### src/rtl/park_occupancy_ctrl_if.sv
// park_occupancy_ctrl_if: sensor inputs, gate status and occupancy/display outputs of the parking controller.
interface park_occupancy_ctrl_if;
    logic       sensor_entrance_raw;
    logic       sensor_gate_raw;
    logic       sensor_leave_raw;
    logic       gate_open;
    logic       sensor_entrance;
    logic       sensor_exit;
    logic [3:0] occupied;
    logic       lot_full;
    logic       lot_empty;
    logic       count_err;
    logic [6:0] HEX_FREE;

    modport master (
        output sensor_entrance_raw, sensor_gate_raw, sensor_leave_raw, gate_open,
        input  sensor_entrance, sensor_exit, occupied, lot_full, lot_empty, count_err, HEX_FREE
    );
    modport slave (
        input  sensor_entrance_raw, sensor_gate_raw, sensor_leave_raw, gate_open,
        output sensor_entrance, sensor_exit, occupied, lot_full, lot_empty, count_err, HEX_FREE
    );
endinterface

### src/rtl/park_occupancy_ctrl.sv
// park_occupancy_ctrl: synchronizes and debounces lot sensors, counts parked cars and drives a free-space display.
module park_occupancy_ctrl #(
    parameter int CAPACITY        = 9,
    parameter int DEBOUNCE_CYCLES = 4
) (
    input logic               clk,
    input logic               reset_n,
    park_occupancy_ctrl_if.slave bus
);
    localparam logic [3:0] CAP   = 4'(CAPACITY);
    localparam logic [6:0] SEG_F = 7'b0001110;

    function automatic logic [6:0] seg(input logic [3:0] v);
        case (v)
            4'd0:    seg = 7'b1000000;
            4'd1:    seg = 7'b1111001;
            4'd2:    seg = 7'b0100100;
            4'd3:    seg = 7'b0110000;
            4'd4:    seg = 7'b0011001;
            4'd5:    seg = 7'b0010010;
            4'd6:    seg = 7'b0000010;
            4'd7:    seg = 7'b1111000;
            4'd8:    seg = 7'b0000000;
            4'd9:    seg = 7'b0010000;
            default: seg = 7'b1111111;
        endcase
    endfunction

    // bit 0 entrance, bit 1 past-gate, bit 2 leave
    logic [2:0] raw, sync1, sync2, deb;
    logic [2:1] deb_prev;
    logic [7:0] cnt [3];
    logic       entry, leave, err_next, full, empty, err;
    logic [3:0] occ, occ_next;
    logic [6:0] hex;

    assign raw = {bus.sensor_leave_raw, bus.sensor_gate_raw, bus.sensor_entrance_raw};

    always_ff @(posedge clk or negedge reset_n) begin
        if (!reset_n) begin
            sync1    <= '0;
            sync2    <= '0;
            deb      <= '0;
            deb_prev <= '0;
            for (int i = 0; i < 3; i++) cnt[i] <= '0;
        end else begin
            sync1    <= raw;
            sync2    <= sync1;
            deb_prev <= deb[2:1];
            for (int i = 0; i < 3; i++) begin
                if (sync2[i] == deb[i]) cnt[i] <= '0;
                else if (cnt[i] == 8'(DEBOUNCE_CYCLES - 1)) begin
                    cnt[i] <= '0;
                    deb[i] <= sync2[i];
                end else cnt[i] <= cnt[i] + 8'd1;
            end
        end
    end

    assign entry = deb[1] & ~deb_prev[1] & bus.gate_open;
    assign leave = deb[2] & ~deb_prev[2];

    // simultaneous entry and leave cancel out without an error
    always_comb begin
        occ_next = (entry && !leave && occ != CAP) ? occ + 4'd1 :
                   (leave && !entry && occ != 4'd0) ? occ - 4'd1 : occ;
        err_next = (entry && !leave && occ == CAP) || (leave && !entry && occ == 4'd0);
    end

    always_ff @(posedge clk or negedge reset_n) begin
        if (!reset_n) begin
            occ   <= '0;
            err   <= 1'b0;
            full  <= 1'b0;
            empty <= 1'b1;
            hex   <= seg(CAP);
        end else begin
            occ   <= occ_next;
            err   <= err_next;
            full  <= occ == CAP;
            empty <= occ == 4'd0;
            hex   <= (occ == CAP) ? SEG_F : seg(CAP - occ);
        end
    end

    assign bus.sensor_entrance = deb[0] & ~full;
    assign bus.sensor_exit     = deb[1];
    assign bus.occupied        = occ;
    assign bus.lot_full        = full;
    assign bus.lot_empty       = empty;
    assign bus.count_err       = err;
    assign bus.HEX_FREE        = hex;
endmodule

### src/flat_wrapper.sv
// flat-port wrapper written by rule: the top's interface ports become plain ports
module park_occupancy_ctrl_flat 
#(
    parameter int CAPACITY        = 9,
    parameter int DEBOUNCE_CYCLES = 4
)
  (clk, reset_n, bus_sensor_entrance_raw, bus_sensor_gate_raw, bus_sensor_leave_raw, bus_gate_open, bus_sensor_entrance, bus_sensor_exit, bus_occupied, bus_lot_full, bus_lot_empty, bus_count_err, bus_HEX_FREE);
  park_occupancy_ctrl_if bus_i ();
  input logic clk;
  input logic reset_n;
  input wire logic [$bits(bus_i.sensor_entrance_raw)-1:0] bus_sensor_entrance_raw;
  input wire logic [$bits(bus_i.sensor_gate_raw)-1:0] bus_sensor_gate_raw;
  input wire logic [$bits(bus_i.sensor_leave_raw)-1:0] bus_sensor_leave_raw;
  input wire logic [$bits(bus_i.gate_open)-1:0] bus_gate_open;
  output wire logic [$bits(bus_i.sensor_entrance)-1:0] bus_sensor_entrance;
  output wire logic [$bits(bus_i.sensor_exit)-1:0] bus_sensor_exit;
  output wire logic [$bits(bus_i.occupied)-1:0] bus_occupied;
  output wire logic [$bits(bus_i.lot_full)-1:0] bus_lot_full;
  output wire logic [$bits(bus_i.lot_empty)-1:0] bus_lot_empty;
  output wire logic [$bits(bus_i.count_err)-1:0] bus_count_err;
  output wire logic [$bits(bus_i.HEX_FREE)-1:0] bus_HEX_FREE;
  assign bus_i.sensor_entrance_raw = bus_sensor_entrance_raw;
  assign bus_i.sensor_gate_raw = bus_sensor_gate_raw;
  assign bus_i.sensor_leave_raw = bus_sensor_leave_raw;
  assign bus_i.gate_open = bus_gate_open;
  assign bus_sensor_entrance = bus_i.sensor_entrance;
  assign bus_sensor_exit = bus_i.sensor_exit;
  assign bus_occupied = bus_i.occupied;
  assign bus_lot_full = bus_i.lot_full;
  assign bus_lot_empty = bus_i.lot_empty;
  assign bus_count_err = bus_i.count_err;
  assign bus_HEX_FREE = bus_i.HEX_FREE;
  park_occupancy_ctrl #(.CAPACITY(CAPACITY), .DEBOUNCE_CYCLES(DEBOUNCE_CYCLES)) u_core (.clk(clk), .reset_n(reset_n), .bus(bus_i));
endmodule
### config.mk
export PLATFORM = sky130hd
export DESIGN_NAME = park_occupancy_ctrl_flat
export DESIGN_NICKNAME = d
export VERILOG_FILES = /design/src/rtl/park_occupancy_ctrl_if.sv /design/src/rtl/park_occupancy_ctrl.sv /design/src/flat_wrapper.sv
export SDC_FILE = /design/constraint.sdc
export NUM_CORES = 1
export LEC_CHECK = 0
export ABC_AREA = 1
export BUFFER_PORTS_ARGS = -buffer_cell sky130_fd_sc_hd__buf_4
export CAP_MARGIN = 15
export CORE_ASPECT_RATIO = 1.75
export CORE_MARGIN = 2
export CORE_UTILIZATION = 60
export DETAILED_ROUTE_END_ITERATION = 10
export HOLD_SLACK_MARGIN = 0.05
export PLACE_DENSITY = 0.88
export REMOVE_ABC_BUFFERS = 1
export SETUP_SLACK_MARGIN = 0.1
export SLEW_MARGIN = 20
export SYNTH_ARGS = -nofsm -noshare
export SYNTH_HDL_FRONTEND = slang
export SYNTH_SLANG_ARGS = --single-unit
### constraint.sdc
create_clock -name clk -period 4.2 [get_ports clk]
set_clock_uncertainty 0.15 [all_clocks]
set_input_delay 0.63 -clock clk [delete_from_list [all_inputs] [get_ports clk]]
set_output_delay 0.63 -clock clk [all_outputs]
set_load 0.02 [all_outputs]
==> flow_summary.yaml <==
outcome:
  outcome: "complete, no violations"
detailed_routing:
  first_iter_violations: 47
  vias: 1761
  ant_nets: 0
  wl_per_cell_um: 12.4
  routed_wl_um: 4230
  remaining_drc_errors: 0
  dr.pass1.iters: 4
  viasPerCell: 5.18
placed_design:
  dp_hpwl_um: 3190
  place_inst: 332
  port_buffers: 21
  dp_slack_ns: 1.83
  routabilityCongestion: 0.810
clock_tree:
  clk_transition_reported_paths_ns: 0.08
  h-tree-depth: 2
  holdBufCountCts: 0
  cts_sinks: 49
  cts-root-buf: "clkbuf_8"
  cts_tree: "done"
  numCtsBuffers: 5
  post_cts_buffers: 0
  clock_latency_ns: 0.30
  cts.path.max_buffers: 2
  post_cts_resized: 0
power:
  p_sw_frac: 0.419
  clockPowerShare: 0.159
  seqPwrFrac: 0.389
  power_density_nw_per_um2: 684
  p_int_mw: 1.06
  power.switching_mw: 0.764
  ir_drop_v: 0.000601
  leakage_nw: 1.35
  combPwrFrac: 0.452
global_routing:
  track_usage: 0.220
  grt_max_degree: 50
  antenna_found_initial: 0
  grt_overflow_total: 0
  grt_pass1_wl_um: 7280
  first_global_vias: 1753
flow_run:
  maxCapViolations: 0
synth:
  synth_top_area_cell: "dfrtp_1"
  synth_common_cells: "nand2_1, dfrtp_1, inv_1"
  synth_ff_type: "dfrtp_1"
  synthTopCellsByArea: "dfrtp_1, nand2_1, inv_1, ha_1, nor2_1"
  synth_cells: 263
  synth-edff-count: 0
  synth_area_um2: 2350
  synth_top_area_share: 0.500
  yosysWarnings: 0
  yosysMostFrequentCell: "nand2_1"
  yosysSeqAreaShare: 0.523
  synth_area_per_cell_um2: 8.94
  ys_ff_latch: 49
  synthArstFlopShare: 1.00
  synth_cell_types: 27
sta:
  maxSlewHeadroom: 0.618
  hold_ws_ns: 0.173
  fin_ws_ns: 1.81
  max_freq_mhz: 418
  fin_crit_ns: 2.39
  tightest_slew_ns: 0.573
  finalSetupViolations: 0
  drv_slew: 0
  tns_ns: 0
  rsz0062_at_grt: "false"
  period_share: 0.570
  finalHoldViolCount: 0
die:
  die_w_um: 51.3
  core_area_um2: 3830
  die_area_um2: 4450
  boundaryPins: 22
  start_util: 0.614
  die_y_um: 86.8
  fp-row-count: 30
setup_path:
  path_max_fanout: 9
  cpPeakStageDelay_ns: 0.54
  cp-end-kind: "flop"
  path_class: "flop to flop"
  crit_chain: "inv_1, ha_1, nand3_2, nand2_2, ha_1, nand3_1, nand3_1, inv_1, nand2_1, nand2_1, nand2_1, nand2_1"
  worst_ep_required_time_ns: 4.24
  critPathSlowestCell: "dfrtp_1"
  worst-path-buf-inv: 2
  cp_data_arrival_time_ns: 2.43
  cp-start-kind: "flop"
  crit_family: "simple AND/OR/NAND/NOR gates"
  crit_top_cell: "nand2_1"
cells_and_area:
  drive_gt1_frac: 0.158
  area_delta_synth_final_pct: 13.6
  layout.nets: 309
  insertedDiodeCount: 0
  final_cells: 340
min_path:
  hold_class: "input port to asynchronous set/reset pin"
## sequential cells by signal (all words and copies together) (netlist names)
name	flops
u_core.deb	3
u_core.bus.lot_full	1
u_core.sync1	3
u_core.sync2	3
u_core.deb_prev	2
u_core.bus.HEX_FREE	7
u_core.bus.count_err	1
u_core.bus.occupied	4
u_core.cnt	24
u_core.bus.lot_empty	1
## layer usage
metal  wire (um)  global-route usage
met5           0                   0
met4         257               0.151
met3         127              0.0345
met2        2270               0.388
met1        1570               0.233
## cells by family (layout without fill, tap and decap cells)
| family | Yosys count | after routing | share of synthesized area |
|---|---|---|---|
| fa+ha+maj | 12 | 12 | 0.0671 |
| buf+inv | 43 | 72 | 0.0687 |
| simple gates | 125 | 125 | 0.244 |
| flops | 49 | 49 | 0.523 |
| compound gates | 23 | 23 | 0.0532 |
| xor+xnor | 11 | 11 | 0.0442 |
## placed cells by master (no fill, tap or decap), types with 4 or more instances in the layout
cell,netlist,routed
a21oi_1,7,7
buf_4,0,21
clkbuf_8,0,7
dfrtp_1,47,47
ha_1,11,11
inv_1,42,42
nand2_1,53,53
nand3_1,13,13
nand3_2,4,4
nand4_1,4,4
nor2_1,30,30
nor2_2,4,4
nor3_1,10,10
o21ai_0,8,8
xor2_1,8,8
## final timing paths
path	startpoint	end	slack [ns]	depth (start not counted)
setup reg to reg	u_core.bus.occupied[1]$_DFFE_PN0P_	u_core.bus.occupied[3]$_DFFE_PN0P_	1.81	12
min in group clk	u_core.sync1[2]$_DFF_PN0_	u_core.sync2[2]$_DFF_PN0_	0.20	0
setup / recovery	u_core.bus.occupied[1]$_DFFE_PN0P_	u_core.bus.occupied[3]$_DFFE_PN0P_	1.81	12
max in group asynchronous	reset_n	u_core.cnt[1]$_DFF_PN0_	3.33	1
hold reg to reg	u_core.sync1[2]$_DFF_PN0_	u_core.sync2[2]$_DFF_PN0_	0.20	0
hold / removal	reset_n	u_core.bus.HEX_FREE[6]$_DFF_PN0_	0.17	1
## per-stage QoR
| stage | area [um2] | total power, mW | utilization |
|---|---|---|---|
| finish | 2670 | 1.83 | 0.697 |
| global route | 2670 | 1.98 | 0.697 |
| CTS | 2670 | 1.84 | 0.697 |
| detailed placement | 2570 | 1.53 | 0.671 |
| global placement | 2570 | 1.50 | 0.671 |
| floorplan | 2350 | 1.28 | - |
## worst register-to-register path: cells and delay by family (launching register included)
family	cells	cell delay, ns
fa+ha+maj	2	0.66
simple gates	8	0.72
flops	1	0.54
buf+inv	2	0.23
## layout make-up
cell class                      count  area, um2
Multi-Input combinational cell    171        961
Tap cell                           48       60.1
Clock buffer                        7       96.3
Clock inverter                      1       5.00
Sequential cell                    49       1230
Inverter                           43        161
Timing Repair Buffer               21        158
Fill cell                         303       1160
## power groups by stage
| stage | Combinational [mW] | Sequential (mW) | Clock (mW) |
|---|---|---|---|
| floorplan | 0.496 | 0.780 | 0 |
| global placement | 0.787 | 0.713 | 0 |
| detailed placement | 0.813 | 0.719 | 0 |
| CTS | 0.826 | 0.712 | 0.300 |
| global route | 0.928 | 0.728 | 0.320 |
| finish | 0.825 | 0.711 | 0.290 |
(Power assumes the default switching activity.)
